$ cat config.mk
export PLATFORM = sky130hd
export DESIGN_NAME = mac_result_reader
export DESIGN_NICKNAME = d
export VERILOG_FILES = /design/src/rtl/mma_pkg.sv /design/src/rtl/mac_result_reader.sv
export SDC_FILE = /design/constraint.sdc
export NUM_CORES = 1
export LEC_CHECK = 0
export ABC_CLOCK_PERIOD_IN_PS = 51500
export CORE_AREA = 2 2 219 221
export DETAILED_ROUTE_END_ITERATION = 10
export DIE_AREA = 0 0 221 223
export PLACE_DENSITY_LB_ADDON = 0.25
export SYNTH_ARGS = -nofsm -noshare
export SYNTH_HDL_FRONTEND = slang
export SYNTH_SLANG_ARGS = --single-unit
$ cat constraint.sdc
create_clock -name clk -period 51.5 [get_ports clk]
set_input_delay 10.3 -clock clk [delete_from_list [all_inputs] [get_ports clk]]
set_output_delay 10.3 -clock clk [all_outputs]
set_load 0.1 [all_outputs]
$ cat src/rtl/mma_pkg.sv
// Shared definitions for the matrix-multiply result path: default matrix
// geometry, the result-reader state type and the row-major flat index helper.
package mma_pkg;

    localparam int unsigned N      = 4;
    localparam int unsigned DATA_W = 32;
    localparam int unsigned IDX_W  = $clog2(N * N);

    typedef enum logic {
        IDLE,
        STREAM
    } reader_state_t;

    // Row-major position of element (i,j) in an n x n matrix.
    function automatic int unsigned flat_idx(input int unsigned i,
                                             input int unsigned j,
                                             input int unsigned n);
        return i * n + j;
    endfunction

endpackage

$ cat src/rtl/mac_result_reader.sv
// Snapshots the mac_array result matrix on a rising edge of done and streams
// it out row-major, one element per valid/ready transfer, with row/col tags
// and a last marker. A done rise that arrives mid-stream is dropped and
// flagged on the sticky overrun output.
module mac_result_reader #(
    parameter int unsigned N      = mma_pkg::N,
    parameter int unsigned DATA_W = mma_pkg::DATA_W
) (
    input  logic                    clk,
    input  logic                    reset,
    input  logic                    done,
    input  logic [N*N*DATA_W-1:0]   c_flat,
    output logic                    out_valid,
    input  logic                    out_ready,
    output logic [DATA_W-1:0]       out_data,
    output logic [$clog2(N)-1:0]    out_row,
    output logic [$clog2(N)-1:0]    out_col,
    output logic                    out_last,
    output logic                    busy,
    output logic                    overrun
);
    import mma_pkg::*;

    localparam int unsigned CNT_W = $clog2(N * N);
    localparam int unsigned RC_W  = $clog2(N);
    localparam int unsigned LAST  = N * N - 1;

    reader_state_t      state;
    reader_state_t      state_next;
    logic               done_q;
    logic [CNT_W-1:0]   idx;
    logic [DATA_W-1:0]  snapshot [N*N];

    logic               done_rise;
    logic               xfer;
    logic               at_last;
    logic               capture;
    logic               idx_inc;
    logic               drop;

    assign done_rise = done && !done_q;
    assign xfer      = (state == STREAM) && out_ready;
    assign at_last   = (idx == CNT_W'(LAST));

    // State register.
    always_ff @(posedge clk) begin
        if (reset) begin
            state <= IDLE;
        end else begin
            state <= state_next;
        end
    end

    // Next state plus capture / advance / drop decisions.
    always_comb begin
        state_next = state;
        capture    = 1'b0;
        idx_inc    = 1'b0;
        drop       = 1'b0;
        unique case (state)
            IDLE: begin
                if (done_rise) begin
                    capture    = 1'b1;
                    state_next = STREAM;
                end
            end
            STREAM: begin
                if (xfer && at_last) begin
                    // A rise landing on the final transfer reloads with no bubble.
                    if (done_rise) begin
                        capture = 1'b1;
                    end else begin
                        state_next = IDLE;
                    end
                end else begin
                    idx_inc = xfer;
                    drop    = done_rise;
                end
            end
            default: state_next = IDLE;
        endcase
    end

    // Rise detector, element index, snapshot storage and sticky overrun.
    always_ff @(posedge clk) begin
        if (reset) begin
            done_q  <= 1'b0;
            idx     <= '0;
            overrun <= 1'b0;
            for (int unsigned k = 0; k < N * N; k++) begin
                snapshot[k] <= '0;
            end
        end else begin
            done_q <= done;
            if (capture) begin
                idx <= '0;
                for (int unsigned i = 0; i < N; i++) begin
                    for (int unsigned j = 0; j < N; j++) begin
                        snapshot[flat_idx(i, j, N)] <=
                            c_flat[flat_idx(i, j, N) * DATA_W +: DATA_W];
                    end
                end
            end else if (idx_inc) begin
                idx <= idx + 1'b1;
            end
            if (drop) begin
                overrun <= 1'b1;
            end
        end
    end

    // Outputs decode registered state only; idle outputs are held at zero.
    always_comb begin
        out_valid = (state == STREAM);
        busy      = (state == STREAM);
        out_data  = '0;
        out_row   = '0;
        out_col   = '0;
        out_last  = 1'b0;
        if (state == STREAM) begin
            out_data = snapshot[idx];
            out_row  = RC_W'(idx / CNT_W'(N));
            out_col  = RC_W'(idx % CNT_W'(N));
            out_last = at_last;
        end
    end

endmodule

---- After elaboration in Yosys (flattened, before gate mapping) ----
Memory sizes are Yosys's and may differ from the RTL's. A register that Yosys moved wholly into a read port is not among the register bits.
Cells that the tools add are included.
Widths: inputs -> output; s select.
word-level totals
  RAM bits ................................ 512
  logic and storage cells ................. 65
  memories ................................ 1
  output and inout bits ................... 40
  flip-flop bits (word level) ............. 7
cells by class
  reduce and logical (&&, ||, !) cells .... 5
  eq/ne operators ......................... 1
  $add $sub $neg .......................... 1
  mux-type cells .......................... 36
  bitwise operators ....................... 17
memory list
  memory    words  bits a word  read ports  clocked after memory_dff  wr ports  RTL line                 source
  snapshot  16     32           1           1                         16        mac_result_reader.sv:32  logic [DATA_W-1:0] snapshot [N*N];
operators by type and width
  operator             count
  $mux 32              17
  $or 1x1->1           16
  $mux 1               13
  $mux 4               2
  $add 4x1->4 const B  1
  $eq 4x4->1 const B   1
  $mux 2               2
  $pmux 1 s2           2
  $logic_and 1x1->1    3
  $reduce_or 2->1      1
  $logic_not 1->1      1
  $not 1->1            1

---- Depth between registers and ports, before layout ----
Gate-level depths: netlist (run 1).
  depth in word-level cells ............... 9
  gate-level depth with buffers ........... 7

---- Worst setup path before layout (run 1) ----
OpenSTA, ideal clock, no wires.
  path kind ............................... input-to-reg
  from .................................... input done
  to ...................................... register with a tool-made name
  stages .................................. 3
  data arrival time ....................... 34515 ps
  setup time .............................. 1123 ps
  slack ................................... 15862 ps
  path buffers ............................ 0
  required time ........................... 50377 ps
  cell sequence ........................... nand2_1 -> o21bai_1 -> nor2_1
RTL lines
  what                RTL line                 source
  start: declaration  mac_result_reader.sv:11  input logic done,

==> out/results.ini, run 1 <==
[die]
die_h_um = 223
rows = 80
pin_count = 556
dieWidth_um = 221
dieArea_um2 = 49300
coreArea_um2 = 47100
start_util_pct = 50.2

[yosys]
synth-edff-count = 512
synthCells = 1625
synthMuxAreaShare_pct = 11.1
synth-xor-area-share_pct = 0.111
syn-num-nets = 2142
synth_compound_area_share_pct = 4.80
synth_top_family_by_area = simple AND/OR/NAND/NOR gates
async_flop_share_pct = 0
syn-cell-area_um2 = 23700
ys.warnings.count = 0
synth_fa_ha_area_share_pct = 0.0528
ys_seq_area_share_pct = 65.8
synth-simple-area-share_pct = 15.4
synth-seq-cells = 523
yosys.cell_types.count = 36
avgSynthCellArea_um2 = 14.6
ys.flop_type = edfxtp_1

[sta]
fin_crit_ps = 15820
worstMarginPinSlew_ps = 1260
finalClockSkew_ps = 12.6
fin_crit_sh_pct = 30.7
hold_violations = 0
fin_setup_tns_ps = 0
whs_ps = 491
drv_slew = 0
relSlewSlack_pct = 15.8
rsz0062_at_grt = false
clock.fmax_mhz = 63.2
fin_ws_ps = 35680
setup_viol = 0

[min_path]
hp-class = reg2reg
worstHoldStart = overrun$_SDFFE_PP0P_

[worst_setup_path]
critPathKind = reg2out
critical_path_required_ps = 41200
critPathMaxFanout = 113
end_kind = output port
worstRegToRegCells = 7
rrSetupSlack_ps = 47030
timing.rr.end = snapshot[2][16]$_SDFFCE_PN0P_
arrival_ps = 5520
cp-start-kind = flip-flop
r2r-start = idx[0]$_SDFFE_PP0N_
cp-endpoint = out_data[23]

[final_layout]
utilization_pct = 66.6
drive_gt1_share_pct = 9.78
fillers = 3328
regArea_um2 = 15600
nets = 2652
final_cell_mix = clkdlybuf4s50_1 (554), edfxtp_1 (512), and2_1 (249)
multi_input_area_um2 = 7480
syn2layout_area_growth_pct = 32.5
layout_commonest_cell = clkdlybuf4s50_1

[cts]
cts_made_buffers = 54
cts_tree = yes
h-tree-depth = 2
ctsHoldBuffers = 0
cts.sinks = 523
insertion_delay_ps = 590
cts_setup_buffers = 0
cts_max_path_buffers = 3
cts_root_buffer = clkbuf_16
path_clk_slew_ps = 60
cts_resized = 0

[power_and_ir_drop]
cellPowerDensity_nw_per_um2 = 32.7
p_leak_nw = 11.1
ir_drop_mv = 0.0242

[placement]
place_ws_ps = 36400
globalplace.congestion = 0.853
dp.final_hpwl_um = 45100
io_buffers = 555

[drt]
first_pass_iters = 5
wl_per_cell_um = 23.6
drc = 0
drt_wl_total_um = 66100
postRouteAntennaNets = 0
viasPerCell = 5.39
drt_iter0_drc = 1460
vias = 15100

[global_routing]
overflow = 0
antenna_found_initial = 7
grt_pass1_wl_um = 96500
first_global_vias = 16000
grt.total_usage_pct = 26.4
grt_max_degree = 321

[job]
max_cap_viol_count = 0

[run_status]
status = complete, no violations

==> cell type report <==
cell class / instances / share of cell area (%)
diodes: 4 / 0.0319
clock buffers: 73 / 4.86
clock inverters: 27 / 0.853
inverters: 3 / 0.0359
multi-input cells: 981 / 23.8
flip-flops and latches: 523 / 49.7
well taps: 615 / 2.45
repair buffers: 572 / 18.2
==> cells in the mapped netlist, types with 4 or more instances <==
cell,n,area share (%)
nand3_1,13,0.27
o21ai_0,31,0.66
o211ai_1,19,0.60
clkbuf_1,48,0.76
clkbuf_2,30,0.63
edfxtp_1,512,65
dfxtp_1,11,0.93
nand2_1,39,0.62
nor2b_1,196,5.2
mux2i_1,206,8.7
buf_2,7,0.15
a22oi_1,97,3.1
nor2_1,6,0.095
a221oi_1,4,0.15
buf_6,7,0.33
and2_1,250,6.6
a21oi_1,4,0.085
and2_2,76,2.4
buf_4,24,0.76
mux4_2,25,2.4
==> report_power, final <==
group	internal [mW]	switching, mW	total, mW
Clock	0.233	0.163	0.396
Sequential	0.505	0.0106	0.516
Combinational	0.0604	0.0554	0.116
==> routing by layer <==
metal	track usage, %	wire length (um)
met1	32.4	25300
met2	46.3	33900
met3	4.89	4270
met4	10.6	2540
met5	0	36
==> cells by family after synthesis <==
logic type / after synthesis
compound gates: 161
xor+xnor: 3
buf+inv: 121
mux: 231
fa+ha+maj: 1
simple gates: 585
flops: 523
==> per-stage QoR <==
step	total power, mW	cell area (um^2)	cells
6_report	1.03	31400	2798
5_1_grt	1.06	31400	2798
4_1_cts	1.03	31400	2794
3_5_place_dp	0.640	29600	2694
3_3_place_gp	0.638	29600	2694
2_1_floorplan	0.604	23700	1625
==> critical path: stages, from the launching register on <==
cell	delay [ps]
dfxtp_4	1020
buf_12	530
buf_4	940
mux2i_1	180
a22oi_1	230
nand2_1	120
o21ai_0	170
clkdlybuf4s50_1	1210
==> worst min-delay path by stage <==
stage,endpoint,cells after the start
6_report,overrun$_SDFFE_PP0P_,2
5_1_grt,overrun$_SDFFE_PP0P_,2
4_1_cts,overrun$_SDFFE_PP0P_,2
3_5_place_dp,overrun$_SDFFE_PP0P_,2
3_3_place_gp,overrun$_SDFFE_PP0P_,2
2_1_floorplan,flip-flop,2
==> state kept, by name (all words and copies together) (netlist names), named ones only <==
| name | flops |
|---|---|
| busy | 1 |
| done_q | 1 |
| idx | 4 |
| overrun | 1 |
| snapshot | 512 |
Note: power is estimated with default switching activity, not from simulation.
==> inputs of run 2 (changes only) <==
--- a/config.mk
+++ b/config.mk
@@ -5,10 +5,9 @@
 export SDC_FILE = /design/constraint.sdc
 export NUM_CORES = 1
 export LEC_CHECK = 0
-export ABC_CLOCK_PERIOD_IN_PS = 51500
-export CORE_AREA = 2 2 219 221
+export ABC_CLOCK_PERIOD_IN_PS = 13800
+export CORE_UTILIZATION = 46
 export DETAILED_ROUTE_END_ITERATION = 10
-export DIE_AREA = 0 0 221 223
 export PLACE_DENSITY_LB_ADDON = 0.25
 export SYNTH_ARGS = -nofsm -noshare
 export SYNTH_HDL_FRONTEND = slang
==> constraint.sdc (replaced) <==
create_clock -name clk -period 13.8 [get_ports clk]
set_input_delay 2.76 -clock clk [delete_from_list [all_inputs] [get_ports clk]]
set_output_delay 2.76 -clock clk [all_outputs]
set_load 0.1 [all_outputs]
==> out/results.ini, run 2 (synthesized netlist as in run 1, its figures left out) <==
[run_status]
status = complete, no violations

[final_layout]
layout_commonest_cell = clkdlybuf4s50_1
multi_input_area_um2 = 7480
regArea_um2 = 15600
regMostFlops = snapshot
fillers = 3834
drive_gt1_share_pct = 9.45
syn2layout_area_growth_pct = 33.0
largestRegisters = snapshot: 512 flops, idx: 4 flops
nets = 2651
final_cell_mix = clkdlybuf4s50_1 (554), edfxtp_1 (512), and2_1 (249)
largest_reg_flops = 512
utilization_pct = 62.4

[worst_setup_path]
arrival_ps = 5050
crit_chain = buf_4, buf_4, mux4_2, o21ai_0, nand2_1, clkdlybuf4s50_1
critPathSlowestCell = clkdlybuf4s50_1
critPathBufInv = 3
cp-start-kind = flip-flop
rrSetupSlack_ps = 9740
max_stage_delay_ps = 1020
end_kind = output port
critPathKind = reg2out
critPathTopFamily = buffers and inverters
critPathMaxFanout = 63
critical_path_required_ps = 11040
cpMostUsedCell = buf_4

[cts]
cts_setup_buffers = 0
insertion_delay_ps = 600
cts.sinks = 523
cts_root_buffer = clkbuf_16
h-tree-depth = 2
path_clk_slew_ps = 60
cts_max_path_buffers = 3
cts_tree = yes
cts_made_buffers = 54
ctsHoldBuffers = 0
cts_resized = 0

[global_routing]
antenna_found_initial = 13
grt.total_usage_pct = 24.7
overflow = 0
grt_pass1_wl_um = 95100
grt_max_degree = 321
first_global_vias = 15700

[sta]
relSlewSlack_pct = 21.0
setup_viol = 0
drv_slew = 0
worstMarginPinSlew_ps = 1180
fin_crit_ps = 7810
fin_setup_tns_ps = 0
finalClockSkew_ps = 15.1
clock.fmax_mhz = 128
rsz0062_at_grt = false
hold_violations = 0
fin_crit_sh_pct = 56.6

[power_and_ir_drop]
p_leak_nw = 11.1
swShare_pct = 21.9
cellPowerDensity_nw_per_um2 = 122
p_comb_share_pct = 11.2
p_sw_mw = 0.844
ir_drop_mv = 0.0910
p_int_mw = 3.01
p_clk_share_pct = 38.9
seq_power_share_pct = 49.9

[placement]
globalplace.congestion = 0.891
dp.final_hpwl_um = 45100
io_buffers = 555

[die]
die_h_um = 229
coreArea_um2 = 50500
dieWidth_um = 229
rows = 82
dieArea_um2 = 52400
pin_count = 556
start_util_pct = 46.9

[drt]
postRouteAntennaNets = 0
vias = 14900
viasPerCell = 5.19
drt_iter0_drc = 1062
wl_per_cell_um = 22.9
drc = 0
drt_wl_total_um = 65700
first_pass_iters = 5

[min_path]
hp-class = reg2reg

[job]
max_cap_viol_count = 0

[run 2: worst paths after layout]
kind	cells past startpoint	from	to
min reg2reg	2	overrun$_SDFFE_PP0P_	overrun$_SDFFE_PP0P_
max	6	flip-flop	out_data[27]
max reg2reg	6	idx[0]$_SDFFE_PP0N_	snapshot[2][18]$_SDFFCE_PN0P_
min	2	overrun$_SDFFE_PP0P_	overrun$_SDFFE_PP0P_
[run 2: per-stage QoR]
step	hold WS (ps)	instances	worst slack (ps)	power, mW	area (um^2)
6_report	496	2865	5990	3.85	31500
5_1_grt	549	2861	5810	3.97	31500
4_1_cts	505	2851	5940	3.88	31500
3_5_place_dp	479	2750	6610	2.39	29600
3_3_place_gp	483	2750	6640	2.38	29600
2_1_floorplan	493	1625	2700	2.19	23700
[run 2: power by group through the flow]
stage	Sequential (mW)	Combinational [mW]	Clock [mW]
final	1.92	0.432	1.50
after global routing	1.93	0.461	1.58
after CTS	1.92	0.437	1.52
after detailed placement	1.95	0.435	0
after global placement	1.95	0.429	0
after floorplan	1.97	0.219	0
[run 2: area by class of cell]
type                            count  share of cell area, %
Tap cell                          672                   2.67
Multi-Input combinational cell    981                   23.7
Clock buffer                       69                   4.54
Antenna cell                       14                  0.111
Clock inverter                     32                   1.23
Timing Repair Buffer              571                   18.1
Inverter                            3                 0.0357
Sequential cell                   523                   49.5
[run 2: per-layer routing]
| metal | vias to the layer above | part of all wire (%) | global-route usage [%] |
|---|---|---|---|
| met5 | - | 0.017 | 0 |
| met4 | 2 | 2.9 | 8.69 |
| met3 | 108 | 6.5 | 5.19 |
| met2 | 522 | 52 | 44.5 |
| met1 | 7275 | 39 | 29.1 |
| li1 | 6966 | - | - |
[run 2: worst register-to-register path, delay by kind of cell (launching register included)]
| kind | cells | cell delay, ps |
|---|---|---|
| buffers and inverters | 2 | 1940 |
| AO/OA/AOI/OAI | 2 | 810 |
| flip-flops | 1 | 410 |
| AND/OR/NAND/NOR | 1 | 240 |
| adder cells (fa/ha/maj) | 1 | 210 |
